### config.mk
export PLATFORM = sky130hd
export DESIGN_NAME = seven_seg_scanner
export DESIGN_NICKNAME = d
export VERILOG_FILES = /design/src/rtl/seven_seg_pkg.sv /design/src/rtl/seven_seg_decoder.sv /design/src/rtl/seven_seg_scanner.sv
export SDC_FILE = /design/constraint.sdc
export NUM_CORES = 1
export LEC_CHECK = 0
export BUFFER_PORTS_ARGS = -buffer_cell sky130_fd_sc_hd__buf_2
export CAP_MARGIN = 0
export CORE_MARGIN = 1
export CORE_UTILIZATION = 51
export DETAILED_ROUTE_END_ITERATION = 16
export PLACE_DENSITY_LB_ADDON = 0.1
export SYNTH_ARGS = -nofsm -noshare
export SYNTH_HDL_FRONTEND = slang
export SYNTH_SLANG_ARGS = --single-unit
export TNS_END_PERCENT = 30
### constraint.sdc
create_clock -name Clk -period 1.9 [get_ports Clk]
set_input_delay 0.38 -clock Clk [delete_from_list [all_inputs] [get_ports Clk]]
set_output_delay 0.38 -clock Clk [all_outputs]
set_load 0.01 [all_outputs]
### src/rtl/seven_seg_pkg.sv
// ============================================================================
// Module : seven_seg_pkg
// Brief  : Segment pattern constants, snapshot type and BCD decode function
//          shared by the seven-segment scanner.
// Rev    : 1.0  initial release
// ============================================================================
`default_nettype none

package seven_seg_pkg;

    // Active-low patterns, bit order {g,f,e,d,c,b,a}
    localparam logic [6:0] SEG_0     = 7'b1000000;
    localparam logic [6:0] SEG_1     = 7'b1111001;
    localparam logic [6:0] SEG_2     = 7'b0100100;
    localparam logic [6:0] SEG_3     = 7'b0110000;
    localparam logic [6:0] SEG_4     = 7'b0011001;
    localparam logic [6:0] SEG_5     = 7'b0010010;
    localparam logic [6:0] SEG_6     = 7'b0000010;
    localparam logic [6:0] SEG_7     = 7'b1111000;
    localparam logic [6:0] SEG_8     = 7'b0000000;
    localparam logic [6:0] SEG_9     = 7'b0010000;
    localparam logic [6:0] SEG_DASH  = 7'b0111111;
    localparam logic [6:0] SEG_BLANK = 7'b1111111;

    localparam logic [3:0] BCD_OVERFLOW = 4'b1111;

    typedef struct packed {
        logic [3:0][3:0] digits;
        logic            blank_lz;
    } snapshot_t;

    function automatic logic [6:0] bcd_to_seg(input logic [3:0] value);
        logic [6:0] seg;
        case (value)
            4'd0:         seg = SEG_0;
            4'd1:         seg = SEG_1;
            4'd2:         seg = SEG_2;
            4'd3:         seg = SEG_3;
            4'd4:         seg = SEG_4;
            4'd5:         seg = SEG_5;
            4'd6:         seg = SEG_6;
            4'd7:         seg = SEG_7;
            4'd8:         seg = SEG_8;
            4'd9:         seg = SEG_9;
            BCD_OVERFLOW: seg = SEG_DASH;
            default:      seg = SEG_BLANK;
        endcase
        return seg;
    endfunction

endpackage

`default_nettype wire

### src/rtl/seven_seg_decoder.sv
// ============================================================================
// Module : seven_seg_decoder
// Brief  : Combinational BCD-to-segment decoder with forced-blank input.
// Rev    : 1.0  initial release
// ============================================================================
`default_nettype none

module seven_seg_decoder
    import seven_seg_pkg::*;
(
    input  logic [3:0] i_value,
    input  logic       i_blank,
    output logic [6:0] o_seg
);

    always_comb begin
        o_seg = i_blank ? SEG_BLANK : bcd_to_seg(i_value);
    end

endmodule

`default_nettype wire

### src/rtl/seven_seg_scanner.sv
// ============================================================================
// Module : seven_seg_scanner
// Brief  : Time-multiplexed 4-digit seven-segment driver with per-scan input
//          snapshot and leading-zero blanking.
// Rev    : 1.0  initial release
// ============================================================================
`default_nettype none

module seven_seg_scanner
    import seven_seg_pkg::*;
#(
    parameter int REFRESH_DIV = 100000
) (
    input  logic       Clk,
    input  logic       Reset,
    input  logic [3:0] BCD0,
    input  logic [3:0] BCD1,
    input  logic [3:0] BCD2,
    input  logic [3:0] BCD3,
    input  logic       BlankLZ,
    output logic [6:0] Seg,
    output logic       Dp,
    output logic [3:0] An
);

    localparam int CNT_W = $clog2(REFRESH_DIV);
    localparam logic [CNT_W-1:0] C_CNT_LAST = CNT_W'(REFRESH_DIV - 1);

    logic [CNT_W-1:0] cnt_q, cnt_d;
    logic [1:0]       idx_q, idx_d;
    snapshot_t        snap_q, snap_d;
    logic [3:0]       an_q, an_d;
    logic [6:0]       seg_q;
    logic [6:0]       w_dec_seg;
    logic [3:0]       w_lead_zero;
    logic             w_terminal;
    logic             w_blank;

    // w_lead_zero[k]: digit k and every digit above it are zero
    generate
        for (genvar k = 0; k < 4; k++) begin : g_lead_zero
            if (k == 3) begin : g_top
                assign w_lead_zero[k] = (snap_q.digits[k] == 4'd0);
            end else begin : g_lower
                assign w_lead_zero[k] = (snap_q.digits[k] == 4'd0) && w_lead_zero[k+1];
            end
        end
    endgenerate

    always_comb begin
        w_terminal = (cnt_q == C_CNT_LAST);
        cnt_d      = w_terminal ? '0 : cnt_q + CNT_W'(1);
        idx_d      = w_terminal ? idx_q + 2'd1 : idx_q;

        snap_d = snap_q;
        if (cnt_q == '0 && idx_q == 2'd0) begin
            snap_d.digits   = {BCD3, BCD2, BCD1, BCD0};
            snap_d.blank_lz = BlankLZ;
        end

        w_blank = snap_q.blank_lz && (idx_q != 2'd0) && w_lead_zero[idx_q];
        an_d    = ~(4'b0001 << idx_q);
    end

    seven_seg_decoder u_decoder (
        .i_value (snap_q.digits[idx_q]),
        .i_blank (w_blank),
        .o_seg   (w_dec_seg)
    );

    always_ff @(posedge Clk) begin
        if (Reset) begin
            cnt_q  <= '0;
            idx_q  <= 2'd0;
            snap_q <= '0;
            an_q   <= 4'b1111;
            seg_q  <= SEG_BLANK;
        end else begin
            cnt_q  <= cnt_d;
            idx_q  <= idx_d;
            snap_q <= snap_d;
            an_q   <= an_d;
            seg_q  <= w_dec_seg;
        end
    end

    assign An  = an_q;
    assign Seg = seg_q;
    assign Dp  = 1'b1;

endmodule

`default_nettype wire
Word level (Yosys, flattened, before mapping)
Memory sizes are Yosys's and may differ from the RTL's. A register that Yosys moved wholly into a read port is not among the register bits.
Cells that the tools add are included.
- register bits: 40
- memories kept: 1
- ROM bits: 112
- bits of input ports: 19
- output and inout bits: 12
- word-level logic and storage cells: 34
- memories (memory ; words ; width ; rd ports ; clocked after Yosys merged registers in ; write ports ; line ; RTL):
    (name not given) ; 16 ; 7 ; 1 ; 1 ; 0 ; seven_seg_pkg.sv:34 ; case (value)
- equal/unequal tests: 1
- bitwise operators: 1
- add/subtract/negate cells: 2
- reductions and logical operators: 15
- magnitude comparators: 1
- muxes and demuxes: 4
- shift-type cells: 1
- operator list (cell ; number):
    $add 17x1->17 const B ; 1
    $eq 17x17->1 const B ; 1
    $logic_not 17->1 ; 1
    $logic_not 4->1 ; 4
    $bmux 4 s2 ; 1
    $logic_and 1x1->1 ; 6
    $mux 4 ; 1
    $not 4->4 ; 1
    $reduce_or 2->1 ; 2
    $shl 1x2->4 const A ; 1
    $lt 2x3->1 const B ; 1
    $add 2x1->2 const B ; 1
    $bmux 1 s2 ; 1
    $logic_not 2->1 ; 1
    $reduce_bool 2->1 ; 1
    $mux 1 ; 1

Depth between registers and ports, before layout
Gate-level depths: netlist of run 1.
- depth after elaboration: 8
- mapped depth: 8

Cells and area by module
A second synthesis of run 1 with hierarchy kept.
- cells, all modules: 262
- area, all modules: 2368.5 um^2
- modules (own cells, without submodules) (module ; seq. area each (um^2) ; times used ; area an instance (um^2) ; cells an instance):
    seven_seg_scanner ; 940.9 ; 1 ; 2104.5 ; 225
    seven_seg_decoder ; 0.0 ; 1 ; 264.0 ; 37

Least setup slack after synthesis of run 1
No wires, ideal clock.
- kind: reg2reg
- start point: reg idx_q[0]
- end point: reg seg_q[4], in the netlist Seg[4]
- setup slack: 49 ps
- arrival time: 1737 ps
- cell stages (with the launch flop): 9
- buffers on the path: 1
- clock period less this slack: 1851 ps
- library setup time: 114 ps
- cells stage by stage: dfxtp_1 > buf_4 > mux4_2 > inv_1 > ha_1 > inv_1 > a21oi_1 > o21ai_1 > a21bo_1
- word-level cells in the longest chain between the ends: 4
- ends and longest elaborated chain (element ; line ; RTL):
    start: declaration ; seven_seg_scanner.sv:30 ; logic [1:0] idx_q, idx_d;
    start signal: assignment ; seven_seg_scanner.sv:80 ; idx_q <= idx_d;
    $bmux 1 s2 / $reduce_bool 2->1 (equally long branches) ; seven_seg_scanner.sv:61 ; w_blank = snap_q.blank_lz && (idx_q != 2'd0) && w_lead_zero[idx_q];
    $mux 1 (implied by the code) / $logic_and 1x1->1 (equally long branches) ; seven_seg_scanner.sv:61 ;
    $logic_and 1x1->1 ; seven_seg_scanner.sv:61 ;
    $reduce_or 2->1 (no line) ; -- ;
    end: declaration ; seven_seg_scanner.sv:33 ; logic [6:0] seg_q;
Parallel ways exist; a longest one is shown, timed or not. The select of a mux whose other input is x is not followed.
A chain may end at the register's enable or synchronous reset.

Worst setup path in the final report of run 1
Same ends and word-level chain as after synthesis.

==> flow_results.xml, run 1 <==
<?xml version="1.0" encoding="UTF-8"?>
<metrics>
  <group name="placement">
    <metric name="placed_cell_area" unit="mm^2">0.002511</metric>
    <metric name="globalplace.congestion" unit="">0.8384</metric>
    <metric name="dp_slack" unit="ns">0.1263</metric>
    <metric name="dpl.cell_count" unit="">338</metric>
    <metric name="hpwl" unit="mm">3.285</metric>
    <metric name="placement.io_buffers" unit="">29</metric>
  </group>
  <group name="outcome">
    <metric name="outcome" unit="">finished, final reports clean</metric>
  </group>
  <group name="global_route">
    <metric name="vias_in_the_first_global_route" unit="">1767</metric>
    <metric name="antenna_found_initial" unit="">0</metric>
    <metric name="grt_first_pass_wirelength" unit="mm">8.128</metric>
    <metric name="global_route.overflow_total" unit="">0</metric>
    <metric name="grtUsageTotal" unit="%">20.85</metric>
    <metric name="grt_start_max_net_pins" unit="">26</metric>
  </group>
  <group name="clock_network">
    <metric name="clock_tree.htree_level_count" unit="">2</metric>
    <metric name="cts-root-to-sink-buffers" unit="">2</metric>
    <metric name="ctsRootBufferMaster" unit="">clkbuf_8</metric>
    <metric name="cts_hold_repair.buffers" unit="">0</metric>
    <metric name="clk-insertion-delay-late" unit="ns">0.29</metric>
    <metric name="numCtsBuffers" unit="">5</metric>
    <metric name="cts.sink_count" unit="">47</metric>
    <metric name="clock_slew_seen_by_the_registers_of_the_worst_setup_and_hold_paths" unit="ns">0.08</metric>
    <metric name="clock_tree_from_tritoncts" unit="">yes</metric>
  </group>
  <group name="die">
    <metric name="die_w" unit="um">69.13</metric>
    <metric name="ios" unit="">31</metric>
    <metric name="initial_core_utilization" unit="%">52.79</metric>
    <metric name="placement_rows" unit="">24</metric>
    <metric name="core_area" unit="mm^2">0.004354</metric>
    <metric name="dieArea" unit="mm^2">0.004779</metric>
    <metric name="die_height" unit="um">69.13</metric>
  </group>
  <group name="sta">
    <metric name="hold_violations" unit="">0</metric>
    <metric name="max_freq" unit="GHz">0.5674</metric>
    <metric name="period_share" unit="%">92.76</metric>
    <metric name="layout_setup_ws" unit="ns">0.1375</metric>
    <metric name="post_route_skew" unit="ns">0.004711</metric>
    <metric name="period_minus_slack" unit="ns">1.763</metric>
    <metric name="number_of_failing_setup_endpoints_in_the_final_timing_report" unit="">0</metric>
    <metric name="drv_slew" unit="">0</metric>
    <metric name="setup_tns" unit="ns">0</metric>
    <metric name="rsz_0062_raised_after_global_routing" unit="">false</metric>
  </group>
  <group name="logic_synthesis">
    <metric name="post_synth_instance_area" unit="mm^2">0.002298</metric>
    <metric name="yosys_most_used_dff" unit="">dfxtp_1</metric>
    <metric name="synth.lib_cells_used.distinct" unit="">41</metric>
    <metric name="syn_area_per_cell" unit="um^2">8.874</metric>
    <metric name="async_flop_share" unit="%">0</metric>
    <metric name="synth.net_count" unit="">290</metric>
    <metric name="yosysWarningCount" unit="">0</metric>
    <metric name="synth_edf_count" unit="">0</metric>
    <metric name="ys_seq_elements" unit="">47</metric>
    <metric name="postSynthCellCount" unit="">259</metric>
    <metric name="synth.yosys.seq_area_share" unit="%">40.94</metric>
  </group>
  <group name="pwr">
    <metric name="p_per_area" unit="mW/mm^2">777.5</metric>
    <metric name="p_int" unit="W">0.001522</metric>
    <metric name="sequential_power_share" unit="%">52.7</metric>
    <metric name="share_comb_of_total_power" unit="%">15.7</metric>
    <metric name="p_switching" unit="W">0.0005292</metric>
    <metric name="pwr-share-clk" unit="%">31.6</metric>
    <metric name="vdd.ir_drop.worst" unit="uV">384.9</metric>
    <metric name="p_leak" unit="nW">1.040</metric>
    <metric name="switching_share" unit="%">25.79</metric>
  </group>
  <group name="detailed_routing">
    <metric name="routed_wirelength" unit="mm">4.816</metric>
    <metric name="dr_drc_count" unit="">0</metric>
    <metric name="drt.antenna.violating_nets" unit="">0</metric>
    <metric name="post_drt_via_cell_ratio" unit="">5.657</metric>
    <metric name="drt_pre_antenna_iters" unit="">4</metric>
    <metric name="num_vias" unit="">1963</metric>
    <metric name="drtIter0Drc" unit="">146</metric>
    <metric name="wire_per_inst" unit="um">13.88</metric>
  </group>
  <group name="worst_setup_path">
    <metric name="path_class" unit="">register to register</metric>
    <metric name="crit_required" unit="ns">2.10</metric>
    <metric name="cpLargestDelayFamily" unit="">multiplexers</metric>
    <metric name="cp_capture_type" unit="">register</metric>
    <metric name="cp_cell_sequence" unit="">mux4_2, inv_1, ha_1, inv_1, a21oi_1, o21ai_1, a21bo_1</metric>
    <metric name="path_max_fanout" unit="">4</metric>
    <metric name="cp_slowest_cell" unit="">mux4_2</metric>
    <metric name="start_kind" unit="">register</metric>
    <metric name="crit_path_frequent_cell" unit="">inv_1</metric>
    <metric name="critical_path_arrival" unit="ns">1.96</metric>
    <metric name="wp_buf_inv" unit="">2</metric>
    <metric name="max_stage_delay" unit="ns">0.55</metric>
  </group>
  <group name="layout">
    <metric name="postLayoutCellArea" unit="mm^2">0.002639</metric>
    <metric name="n_antenna_cell" unit="">0</metric>
    <metric name="drive_gt1_share" unit="%">20.34</metric>
    <metric name="final_nets" unit="">325</metric>
    <metric name="finalNonFillerCells" unit="">347</metric>
    <metric name="syn_to_final_growth" unit="%">14.81</metric>
    <metric name="post_route_core_utilization" unit="%">60.60</metric>
    <metric name="num-fill-cells" unit="">381</metric>
  </group>
  <group name="min_path">
    <metric name="min_path_type" unit="">primary input to register</metric>
  </group>
  <group name="job">
    <metric name="maxCapViolations" unit="">0</metric>
  </group>
</metrics>
-- state kept, by name (all words and copies together) (netlist names) --
name    cells
snap_q     17
idx_q       2
cnt_q      17
An          4
Seg         7
-- metal layers --
metal  global-route usage (%)  vias up  part of all wire [%]
li1                         -      993                     -
met1                    31.34      913                    53
met2                    29.13       51                    41
met3                    5.117        6                   5.0
met4                    6.576        0                   1.2
met5                        0        -                     0
-- kinds of logic (layout without fill, tap and decap cells) --
family	count (synthesis)	after routing	share of synthesized area [%]
other	1	1	0.1632
AO/OA/AOI/OAI	61	61	14.64
buffers and inverters	31	66	7.077
flip-flops	47	47	40.94
multiplexers	6	7	4.791
XOR/XNOR	11	11	4.192
adder cells (fa/ha/maj)	12	12	6.532
AND/OR/NAND/NOR	90	90	21.67
-- worst paths after layout --
kind                            slack [ns]                      to  cells after the start                    from
worst max-delay path                  0.14       Seg[4]$_SDFF_PP1_                      7   idx_q[0]$_SDFFE_PP0N_
worst min-delay path                  0.33  snap_q[7]$_SDFFE_PP0P_                      3                 BCD1[2]
worst max register to register        0.14       Seg[4]$_SDFF_PP1_                      7   idx_q[0]$_SDFFE_PP0N_
worst min register to register        0.48  snap_q[0]$_SDFFE_PP0P_                      2  snap_q[0]$_SDFFE_PP0P_
-- Yosys cell counts, drive strengths merged, types with 5 or more instances --
cell type / instances / area, um^2
a21oi: 25 / 125.1
buf: 12 / 91.34
clkbuf: 5 / 18.77
dfxtp: 47 / 940.9
ha: 12 / 150.1
inv: 13 / 48.80
nand2: 9 / 36.29
nand3: 28 / 152.7
nand4: 8 / 56.30
nor2: 18 / 67.56
o21ai: 25 / 125.1
or4: 6 / 45.04
xnor2: 5 / 43.79
xor2: 6 / 52.55
-- through the flow --
| stage | total power [W] | hold slack (ns) |
|---|---|---|
| after detailed placement | 0.001416 | 0.4754 |
| final | 0.002052 | 0.3328 |
| after CTS | 0.002056 | 0.3286 |
| after global routing | 0.002151 | 0.3353 |
| after floorplan | 0.001321 | 0.4442 |
| after global placement | 0.001412 | 0.4729 |
-- layout make-up --
type | count | area (um^2) | area share (%)
repair buffers | 44 | 257.7 | 9.768
multi-input cells | 182 | 1221 | 46.28
flip-flops and latches | 47 | 942.2 | 35.70
inverters | 14 | 52.55 | 1.991
clock buffers | 8 | 100.1 | 3.793
well taps | 52 | 65.06 | 2.466
-- power groups by stage --
| stage | clock network [W] | logic [W] | registers (W) |
|---|---|---|---|
| 2_1_floorplan | 0 | 0.000217 | 0.00110 |
| 3_3_place_gp | 0 | 0.000311 | 0.00110 |
| 3_5_place_dp | 0 | 0.000316 | 0.00110 |
| 4_1_cts | 0.000661 | 0.000317 | 0.00108 |
| 5_1_grt | 0.000699 | 0.000364 | 0.00109 |
| 6_report | 0.000648 | 0.000322 | 0.00108 |
-- cell usage in the layout, fill, tap and decap left out, drive strengths merged, types with 4 or more instances in the layout --
cell type / netlist / layout
nand4: 8 / 8
o21ai: 25 / 25
nor4: 4 / 4
buf: 12 / 44
xnor2: 5 / 5
nor2: 18 / 18
o31ai: 4 / 4
inv: 13 / 13
clkbuf: 5 / 8
mux4: 4 / 5
xor2: 6 / 6
nand3: 28 / 28
ha: 12 / 12
nand2b: 4 / 4
nor3: 4 / 4
or4: 6 / 6
dfxtp: 47 / 47
a21oi: 25 / 25
nand2: 9 / 9
-- worst min-delay path, stage by stage --
cell,delay [ns]
buf_2,0.09
nand3_1,0.05
a21oi_1,0.06
-- what timing repair did --
item | in CTS | in global routing
setup buffers | 0 | 0
resized for setup | 0 | 1
setup endpoints to repair | 0 | 2
endpoints found under the hold margin | 0 | 0
Note: power is estimated with default switching activity, not from simulation.
==> run 2: changes to the inputs <==
- CORE_UTILIZATION: 51 -> 57
- HOLD_SLACK_MARGIN: unset -> 0.15
- clock period: 1.9 -> 2 ns (I/O delays scaled with it)
==> flow_results.xml, run 2 (synthesis gave the netlist of run 1 again) <==
<?xml version="1.0" encoding="UTF-8"?>
<metrics>
  <group name="clock_network">
    <metric name="clk-insertion-delay-late" unit="ns">0.31</metric>
    <metric name="ctsRootBufferMaster" unit="">clkbuf_8</metric>
    <metric name="post_cts_sizing" unit="">0</metric>
    <metric name="cts-root-to-sink-buffers" unit="">2</metric>
    <metric name="cts_hold_repair.buffers" unit="">0</metric>
    <metric name="clock_tree.htree_level_count" unit="">2</metric>
    <metric name="clock_slew_seen_by_the_registers_of_the_worst_setup_and_hold_paths" unit="ns">0.09</metric>
    <metric name="numCtsBuffers" unit="">5</metric>
    <metric name="clock_tree_from_tritoncts" unit="">yes</metric>
    <metric name="cts.sink_count" unit="">47</metric>
    <metric name="cts.repair_timing.setup_buffer_count" unit="">0</metric>
  </group>
  <group name="sta">
    <metric name="drv_slew" unit="">0</metric>
    <metric name="hold_violations" unit="">0</metric>
    <metric name="period_minus_slack" unit="ns">1.879</metric>
    <metric name="period_share" unit="%">93.96</metric>
    <metric name="max_freq" unit="GHz">0.5322</metric>
    <metric name="number_of_failing_setup_endpoints_in_the_final_timing_report" unit="">0</metric>
    <metric name="setup_tns" unit="ns">0</metric>
    <metric name="rsz_0062_raised_after_global_routing" unit="">false</metric>
    <metric name="post_route_skew" unit="ns">0.01152</metric>
  </group>
  <group name="worst_setup_path">
    <metric name="crit_required" unit="ns">2.21</metric>
    <metric name="setup.reg_to_reg.worst_slack" unit="ns">0.12</metric>
    <metric name="start_kind" unit="">register</metric>
    <metric name="critical_path_arrival" unit="ns">2.09</metric>
    <metric name="path_max_fanout" unit="">9</metric>
    <metric name="path_class" unit="">register to register</metric>
    <metric name="cp_capture_type" unit="">register</metric>
  </group>
  <group name="pwr">
    <metric name="p_leak" unit="nW">0.9887</metric>
    <metric name="p_switching" unit="W">0.0004963</metric>
    <metric name="p_per_area" unit="mW/mm^2">755.4</metric>
    <metric name="p_int" unit="W">0.001429</metric>
    <metric name="pwr-share-clk" unit="%">32.4</metric>
    <metric name="sequential_power_share" unit="%">53.5</metric>
    <metric name="vdd.ir_drop.worst" unit="uV">442.9</metric>
    <metric name="share_comb_of_total_power" unit="%">14.1</metric>
    <metric name="switching_share" unit="%">25.78</metric>
  </group>
  <group name="detailed_routing">
    <metric name="dr_drc_count" unit="">0</metric>
    <metric name="drt_pre_antenna_iters" unit="">4</metric>
    <metric name="wire_per_inst" unit="um">13.33</metric>
    <metric name="drtIter0Drc" unit="">84</metric>
    <metric name="drt.antenna.violating_nets" unit="">0</metric>
    <metric name="routed_wirelength" unit="mm">4.452</metric>
    <metric name="num_vias" unit="">1883</metric>
    <metric name="post_drt_via_cell_ratio" unit="">5.638</metric>
  </group>
  <group name="job">
    <metric name="maxCapViolations" unit="">0</metric>
  </group>
  <group name="layout">
    <metric name="n_antenna_cell" unit="">0</metric>
    <metric name="syn_to_final_growth" unit="%">10.89</metric>
    <metric name="most_common_library_cell_in_the_layout_ignoring_fill_and_taps" unit="">dfxtp_1</metric>
    <metric name="drive_gt1_share" unit="%">18.53</metric>
    <metric name="most-common-layout-cells" unit="">dfxtp_1 (46), buf_2 (29), nand3_1 (27)</metric>
    <metric name="finalNonFillerCells" unit="">334</metric>
    <metric name="final_nets" unit="">316</metric>
  </group>
  <group name="global_route">
    <metric name="grtUsageTotal" unit="%">24.26</metric>
    <metric name="antenna_found_initial" unit="">0</metric>
    <metric name="global_route.overflow_total" unit="">0</metric>
    <metric name="grt_start_max_net_pins" unit="">27</metric>
    <metric name="grt_first_pass_wirelength" unit="mm">7.817</metric>
    <metric name="vias_in_the_first_global_route" unit="">1680</metric>
  </group>
  <group name="die">
    <metric name="dieArea" unit="mm^2">0.004290</metric>
    <metric name="die_w" unit="um">65.50</metric>
    <metric name="ios" unit="">31</metric>
    <metric name="initial_core_utilization" unit="%">60.95</metric>
    <metric name="placement_rows" unit="">22</metric>
    <metric name="core_area" unit="mm^2">0.003771</metric>
    <metric name="die_height" unit="um">65.50</metric>
  </group>
  <group name="placement">
    <metric name="dpl.cell_count" unit="">326</metric>
    <metric name="hpwl" unit="mm">3.065</metric>
    <metric name="placement.io_buffers" unit="">29</metric>
    <metric name="globalplace.congestion" unit="">0.8797</metric>
  </group>
  <group name="min_path">
    <metric name="min_path_type" unit="">primary input to register</metric>
  </group>
  <group name="outcome">
    <metric name="outcome" unit="">finished, final reports clean</metric>
  </group>
</metrics>
[run 2: final timing paths]
| kind | from | endpoint | depth (start not counted) |
|---|---|---|---|
| max | idx_q[1]$_SDFFE_PP0N_ | Seg[4]$_SDFF_PP1_ | 7 |
| min | BCD0[2] | snap_q[3]$_SDFFE_PP0P_ | 3 |
| max reg2reg | idx_q[1]$_SDFFE_PP0N_ | Seg[4]$_SDFF_PP1_ | 7 |
| min reg2reg | snap_q[0]$_SDFFE_PP0P_ | snap_q[0]$_SDFFE_PP0P_ | 2 |
[run 2: cell type report]
cell class	instances	area (um^2)
Clock buffer	8	100.1
Timing Repair Buffer	36	197.7
Sequential cell	47	942.2
Inverter	14	52.55
Fill cell	310	1222
Multi-Input combinational cell	181	1196
Tap cell	48	60.06
[run 2: power groups by stage]
stage	Clock (W)	Sequential [W]	Combinational (W)
3_3_place_gp	0	0.00105	0.000270
3_5_place_dp	0	0.00105	0.000272
4_1_cts	0.000636	0.00103	0.000273
2_1_floorplan	0	0.00105	0.000206
6_report	0.000624	0.00103	0.000272
5_1_grt	0.000678	0.00104	0.000312
[run 2: per-stage QoR]
| stage | instance area (um^2) | hold WS [ns] | power [W] | utilization, % | worst slack, ns |
|---|---|---|---|---|---|
| after floorplan | 2298 | 0.4442 | 0.001255 | - | 0.1486 |
| after global placement | 2446 | 0.4691 | 0.001322 | 64.86 | 0.1696 |
| after detailed placement | 2446 | 0.4753 | 0.001323 | 64.86 | 0.1172 |
| after CTS | 2546 | 0.3413 | 0.001938 | 67.52 | 0.1028 |
| after global routing | 2549 | 0.3404 | 0.002028 | 67.58 | 0.02960 |
| final | 2549 | 0.3438 | 0.001925 | 67.58 | 0.1209 |
[run 2: layer usage]
| metal | routed length (um) | part of all wire [%] | track usage (%) | vias to the layer above |
|---|---|---|---|---|
| li1 | - | - | - | 971 |
| met1 | 2174 | 49 | 33.73 | 845 |
| met2 | 1920 | 43 | 35.31 | 61 |
| met3 | 285 | 6.4 | 6.771 | 6 |
| met4 | 72 | 1.6 | 9.511 | 0 |
| met5 | 0 | 0 | 0 | - |
[run 2: worst max-delay path, stage by stage (launching register included)]
cell and delay [ns]:
dfxtp_1 0.53, mux4_2 0.47, inv_1 0.16, ha_1 0.16
inv_1 0.05, a21oi_1 0.12, o21ai_1 0.10, a21bo_1 0.20
